===== config.mk =====
export PLATFORM = sky130hd
export DESIGN_NAME = down_counter_timer
export DESIGN_NICKNAME = d
export VERILOG_FILES = /design/src/rtl/down_counter_timer.sv
export SDC_FILE = /design/constraint.sdc
export NUM_CORES = 1
export LEC_CHECK = 0
export CAP_MARGIN = 10
export CELL_PAD_IN_SITES_DETAIL_PLACEMENT = 0
export CELL_PAD_IN_SITES_GLOBAL_PLACEMENT = 1
export CORE_UTILIZATION = 36
export DETAILED_ROUTE_END_ITERATION = 6
export PLACE_DENSITY = 0.86
export SYNTH_ARGS = -nofsm -noshare
export SYNTH_HDL_FRONTEND = slang
export SYNTH_SLANG_ARGS = --single-unit
export TNS_END_PERCENT = 10

===== constraint.sdc =====
create_clock -name clk -period 2.51 [get_ports clk]
set_clock_uncertainty 0.05 [all_clocks]
set_input_delay 0.251 -clock clk [delete_from_list [all_inputs] [get_ports clk]]
set_output_delay 0.251 -clock clk [all_outputs]
set_load 0.005 [all_outputs]

===== src/rtl/down_counter_timer.sv =====
// -----------------------------------------------------------------------------
// down_counter_timer
//
// Loadable down-counter/timer. A load strobe captures a start value into both
// the count register and an internal reload register and starts a run. Each
// enabled clock in RUN decrements the count. When the count reaches zero by
// decrement, a registered one-cycle terminal-count pulse (tc) is raised. With
// auto-reload set, the counter refills from the reload register on the next
// enabled clock, which gives periodic tc pulses every rl+1 enabled cycles.
// Without auto-reload, the counter parks in DONE at zero.
//
// Parameters
//   w          counter/data width in bits
//   vi         value of q after rst or clr
//
// Ports
//   clk        clock; all state changes on posedge clk
//   rst        synchronous active-high reset
//   clr        synchronous clear: q <= vi, FSM to IDLE
//   ld         load strobe: q <= d, rl <= d, start run (or DONE if d == 0)
//   d          load value
//   c_down     count enable (acts only in RUN)
//   auto_rl    1: reload from rl after zero; 0: stop in DONE
//   q          current count (registered)
//   zero       combinational (q == 0)
//   tc         terminal-count pulse (registered, one cycle)
//   busy       1 while the FSM is in RUN
//   dbg_state  current FSM state encoding (IDLE=0, RUN=1, DONE=2)
//
// Per-edge priority: rst > clr > ld > c_down. When an input wins at an edge,
// the lower-priority inputs are ignored at that edge.
// -----------------------------------------------------------------------------
module down_counter_timer #(
  parameter int unsigned   w  = 8,
  parameter logic [w-1:0]  vi = 8'hff
) (
  input  logic         clk,
  input  logic         rst,
  input  logic         clr,
  input  logic         ld,
  input  logic [w-1:0] d,
  input  logic         c_down,
  input  logic         auto_rl,
  output logic [w-1:0] q,
  output logic         zero,
  output logic         tc,
  output logic         busy,
  output logic [1:0]   dbg_state
);

  typedef enum logic [1:0] {
    IDLE = 2'd0,
    RUN  = 2'd1,
    DONE = 2'd2
  } state_t;

  localparam logic [w-1:0] ONE  = {{(w-1){1'b0}}, 1'b1};
  localparam logic [w-1:0] NULL = '0;

  state_t       state;
  state_t       state_n;
  logic [w-1:0] q_n;
  logic [w-1:0] rl;
  logic [w-1:0] rl_n;
  logic         tc_n;

  // State, count, reload and tc registers. Reset has top priority.
  always_ff @(posedge clk) begin
    if (rst) begin
      state <= IDLE;
      q     <= vi;
      rl    <= vi;
      tc    <= 1'b0;
    end else begin
      state <= state_n;
      q     <= q_n;
      rl    <= rl_n;
      tc    <= tc_n;
    end
  end

  // Next-state and next-datapath logic. tc_n defaults to 0, so that tc is
  // only ever high for the single cycle after a decrement reaches zero.
  always_comb begin
    state_n = state;
    q_n     = q;
    rl_n    = rl;
    tc_n    = 1'b0;

    if (clr) begin
      state_n = IDLE;
      q_n     = vi;
    end else if (ld) begin
      q_n     = d;
      rl_n    = d;
      // A zero load has nothing to count: park in DONE with no pulse.
      state_n = (d == NULL) ? DONE : RUN;
    end else begin
      unique case (state)
        IDLE: begin
          // Count enable is ignored until a load starts a run.
        end
        RUN: begin
          if (c_down) begin
            if (q > ONE) begin
              q_n = q - ONE;
            end else if (q == ONE) begin
              q_n  = NULL;
              tc_n = 1'b1;
              // auto_rl is sampled at this 1->0 edge only.
              state_n = auto_rl ? RUN : DONE;
            end else begin
              // q == 0 in RUN happens only under auto-reload; refill.
              q_n = rl;
            end
          end
        end
        DONE: begin
          // Holds at zero; only ld or clr leave this state.
        end
        default: begin
          state_n = IDLE;
          q_n     = vi;
        end
      endcase
    end
  end

  assign zero      = (q == NULL);
  assign busy      = (state == RUN);
  assign dbg_state = state;

endmodule


Yosys cells after proc, flatten, opt, wreduce, memory -nomap -nowiden
Cells that the tools add are included.
{"block": "op_classes", "addsub": 1, "multipliers": 0, "n_div": 0, "magnitude_cmp": 1, "eq_ne": 7, "shift": 0, "mux": 13, "bitwise": 3, "n_reduce_logical": 9}
{"operator": "2-to-1 mux 8 bit", "count": 4}
{"operator": "logical NOT 8 bit", "count": 2}
{"operator": "case mux 8 bit (2 select lines)", "count": 1}
{"operator": "2-to-1 mux 2 bit", "count": 6}
{"operator": "== test 8 x 1 -> 1 bit (second input constant)", "count": 1}
{"operator": "greater-than comparator 8 x 1 -> 1 bit (second input constant)", "count": 1}
{"operator": "subtractor 8 x 1 -> 8 bit (second input constant)", "count": 1}
{"operator": "!= test 3 bit (second input constant)", "count": 2}
{"operator": "OR reduction 6 bit", "count": 1}
{"operator": "case mux 2 bit (2 select lines)", "count": 1}
{"operator": "AND reduction 2 bit", "count": 2}
{"operator": "AND reduction 4 bit", "count": 1}
{"operator": "OR reduction 2 bit", "count": 2}
{"operator": "!= test 3 x 2 -> 1 bit (second input constant)", "count": 1}
{"operator": "NOT 1 bit", "count": 3}
{"operator": "== test 2 x 1 -> 1 bit (second input constant)", "count": 1}
{"operator": "== test 2 bit (second input constant)", "count": 1}
{"operator": "logical NOT 2 bit", "count": 1}
{"operator": "!= test 2 x 1 -> 1 bit (second input constant)", "count": 1}
{"operator": "2-to-1 mux 1 bit", "count": 1}
{"block": "word_totals", "register_bits": 19, "latchBits": 0, "ramBits": 0, "rom_bits": 0, "input_bits": 14, "out_inout_bits": 13, "wordCells": 38, "memories": 0}

Logic depth before layout (Yosys ltp)
Gate-level depths: netlist of the first run.
{"block": "logic_depth", "depth_word": 6, "ltp_mapped": 7, "depth_no_buf": 7}

Least setup slack after synthesis of the first run
OpenSTA, ideal clock, no wires.
{"block": "synth_path", "path_type": "register to register", "from": "register q[2]", "to": "register q[7]", "arrival_time_ps": 1684, "required_ps": 2330, "slack_ps": 646, "path_stages_with_launch": 6, "cell_sequence": "dfxtp_1 or4_4 nor4_4 mux2_1 a211oi_1 o31ai_2"}
{"block": "synth_via", "elab_chain_len": 6, "word_cells_on_any_way": 8}
{"item": "start, declared", "line_no": "44", "source": "output logic [w-1:0] q,"}
{"item": "start signal, assigned", "line_no": "71", "source": "q <= vi;"}
{"item": "start signal, assigned", "line_no": "76", "source": "q <= q_n;"}
{"item": "parallel branches: the longest is 2 deep, another holds subtractor 8 x 1 -> 8 bit"}
{"item": "2-to-1 mux 8 bit *", "line_no": "105", "source": "if (q > ONE) begin"}
{"item": "2-to-1 mux 8 bit *", "line_no": "104", "source": "if (c_down) begin"}
{"item": "case mux 8 bit (2 select lines) *", "line_no": "99", "source": "unique case (state)"}
{"item": "2-to-1 mux 8 bit *", "line_no": "93", "source": "end else if (ld) begin"}
Mark *: on every way between the ends. The select of a mux whose other input is x is not followed.
A chain may end at the register's enable or synchronous reset.

Final worst setup path of the first run
{"block": "layout_path", "from": "register q[2]", "to": "output port zero"}
{"block": "layout_via", "elab_chain_len": 1}
{"item": "logical NOT 8 bit", "line_no": "129", "source": "assign zero = (q == NULL);"}
{"item": "end, declared", "line_no": "45", "source": "output logic zero,"}
No other way between the ends.

==> summary.md, run 1 <==
| Metric | Value |
|---|---|
| Status | finished, violations left |
| Failing checks | DRC |
| Clk sink count | 19 |
| Chip height | 58.0 um |
| Top_reg_cell synth | dfxtp_1 |
| Initial antenna violation count | 0 |
| FFs w/ async S/R, synth | 0% |
| Main combinational cell family by area after synthesis | compound AO/OA/AOI/OAI gates |
| Share of power burned in registers | 56.0% |
| Initial Utilization | 39.6% |
| Average wire per standard cell | 14.9 um |
| Horiz. Die Dim | 58.0 um |
| Hold buffer count at CTS | 0 |
| Net switching power | 0.162 mW |
| DR pass1 iterations | 6 |
| GRT Overall Usage | 18.4% |
| R2R depth | 5 |
| Post-layout util | 50.8% |
| Via count | 1,084 |
| Post-CTS Repair Setup Buffers | 0 |
| Root buf cell | clkbuf_4 |
| Avg Inst Size Synth | 8.62 sq um |
| Compound-Gate Fraction of Synth Area | 29.3% |
| Number of buffers created by CTS | 3 |
| Routed Wire Length | 2830 um |
| Iteration-0 DRC Markers | 49 |
| Drt drc | 2 |
| DP Cell Count | 185 |
| Routed Antenna Nets | 0 |
| Hold Path Class | register to register |
| Max-slew headroom | 66.6% |
| Xor/xnor share of the synthesized area | 2.33% |
| Flops & latches, synth | 19 |
| Most common library cells after synthesis | dfxtp_1, nor2_1, nor2b_1, a211o_1, a21oi_1 |
| Post-CTS Resized | 0 |
| Core ar. | 2850 sq um |
| Final min period | 2.15 ns |
| Final nets | 176 |
| First-pass GRT wire length | 4770 um |
| Yosys top cell area share | 33.7% |
| Post-synthesis simple-gate area fraction | 26.9% |
| Die area | 3360 sq um |
| Worst hold slack | 0.458 ns |
| Vias/cell | 5.74 |
| Synthesized-area fraction occupied by adder cells | 3.33% |
| Slew Viols, Final | 0 |
| GRT overflow | 0 |
| HP Start | dbg_state[1] |
| Unrepaired setup endpoints after global routing | no |
| Worst-Margin Slew | 0.499 ns |
| Fin crit share | 85.8% |
| Final Hold Vio Count | 0 |
| CTS Buffer Depth | 2 |
| Largest net degree at the start of global routing | 12 |
| Comb pwr share | 18.1% |
| CP Data Required Time | 2.21 ns |
| Multiplexer share of the synthesized area | 0.998% |
| WHS Endpoint | dbg_state[1] |
| Reg-to-reg setup timing slack | 0.54 ns |
| Pleak | 0.543 nW |
| Clock Latency Late Sink | 0.29 ns |
| Synth warn | 0 |
| Net count after synthesis | 148 |
| Io pins | 27 |
| H-tree depth | 1 |
| Area contributors post-synth | dfxtp_1, a211o_1, nor2b_1 |
| Cell Int Power | 0.434 mW |
| Synth Instances | 131 |
| Core Rows | 19 |
| Critical path class | register to primary output |
| Vias in the first global route | 1,049 |
| IO Port Bufs | 26 |
| Clock transition at the registers of the reported paths | 0.11 ns |
| Number of max-cap violations | 0 |
| Post-synthesis cell area | 1130 sq um |
| Clk pwr share | 25.8% |
| Crit Path Max Fanout | 9 |
| Share of cells above drive strength 1 | 7.59% |
| Crit path DAT | 1.85 ns |
| Crit start category | register |
| Hpwl dp | 2230 um |
| N_diodes | 0 |
| CP Capture Type | primary output |
| Worst reg2reg startpoint | q[2] |
| Post-synth EDFFs | 0 |
| Most frequent cell after synthesis | dfxtp_1 |
| CTS tree | yes |
| Cell variety after synth | 41 |
| Cell Count, Final, Fillers Out | 189 |
| Area growth, synth to finish | 28.5% |
| Max IR drop VDD | 0.000274 V |
| Achievable Freq | 0.464 GHz |
| WHS Path Cells | 2 |
| Sequential-to-total area share from yosys stat | 33.7% |
| Final setup viols | 0 |
| Largest area contributor in the netlist | dfxtp_1 |
| Sw Ratio | 27.2% |
| Routability cong. | 0.827 |
| Setup TNS | 0 ns |
| Pwr dens | 411 nW/um^2 |
| RR Endpoint | q[7] |
==> worst max path at each step <==
stage | from | endpoint | slack, ns | cells past startpoint
2_1_floorplan | q[2] | q[7] | 0.65 | 5
3_3_place_gp | ld | rl[5] | 0.54 | 6
3_5_place_dp | ld | rl[5] | 0.45 | 6
4_1_cts | q[2] | zero | 0.36 | 3
5_1_grt | q[2] | zero | 0.24 | 3
6_report | q[2] | zero | 0.36 | 3
==> registers in the layout, indices dropped and copies added (netlist names) <==
signal and flops:
dbg_state 2, q 8, rl 8, tc 1
==> power groups by stage <==
stage | clock, mW | combinational [mW] | sequential (mW)
floorplan | 0 | 0.0553 | 0.337
global placement | 0 | 0.105 | 0.341
detailed placement | 0 | 0.107 | 0.341
CTS | 0.160 | 0.108 | 0.334
global route | 0.169 | 0.119 | 0.337
finish | 0.154 | 0.108 | 0.334
==> per-stage QoR <==
stage | power, mW | setup slack, ns | cell area, sq um
floorplan | 0.392 | 0.646 | 1130
global placement | 0.446 | 0.542 | 1420
detailed placement | 0.448 | 0.455 | 1420
CTS | 0.602 | 0.355 | 1450
global route | 0.625 | 0.238 | 1450
finish | 0.596 | 0.357 | 1450
==> worst max-delay path, stage by stage (launching register included) <==
cell	delay [ns]
dfxtp_1	0.40
nor2_1	0.44
and3_1	0.22
clkdlybuf4s50_1	0.49
==> kinds of logic (layout without fill, tap and decap cells) <==
group,after synthesis,after routing
AOI/OAI and AO/OA,46,46
xor gates and xnor gates,3,3
adders and majority gates,3,3
buffers and inverters,10,37
DFF,19,19
muxes,1,1
and+or+nand+nor,49,49
==> cells in the final DEF (no fill, tap or decap), types with 2 or more instances in the layout <==
cell,count
a211o_1,8
a211oi_1,6
a21oi_1,8
and3_1,2
buf_4,2
clkbuf_4,3
clkdlybuf4s50_1,26
dfxtp_1,19
ha_1,3
inv_1,5
nand2_1,4
nand3_1,3
nor2_1,14
nor2b_1,10
nor3_1,4
nor4_4,2
o21a_1,2
o21ai_0,4
o21ai_1,3
o221ai_1,2
o22ai_1,2
o31ai_1,4
xnor2_1,3
==> cell type report <==
cell class	count	area (sq um)
fillers	294	1400
multi-input cells	102	709
flip-flops and latches	19	380
repair buffers	28	275
well taps	31	38.8
clock buffers	3	22.5
inverters	5	18.8
clock inverters	1	5.00
==> layer usage <==
metal  GRT usage [%]  vias to the layer above  routed length, um
li1                -                      548                  -
met1            25.6                      505               1370
met2            28.9                       27               1290
met3            1.56                        4                135
met4            8.16                        0                 31
met5               0                        -                  0
Power figures use the tool's default switching activity.
==> run 2: changes to the inputs <==
--- a/config.mk
+++ b/config.mk
@@ -5,7 +5,7 @@
 export SDC_FILE = /design/constraint.sdc
 export NUM_CORES = 1
 export LEC_CHECK = 0
-export CAP_MARGIN = 10
+export ABC_CLOCK_PERIOD_IN_PS = 2510
 export CELL_PAD_IN_SITES_DETAIL_PLACEMENT = 0
 export CELL_PAD_IN_SITES_GLOBAL_PLACEMENT = 1
 export CORE_UTILIZATION = 36
==> results of run 2 <==
Same layout as run 1: the final DEF is identical, and so are final timing and power.
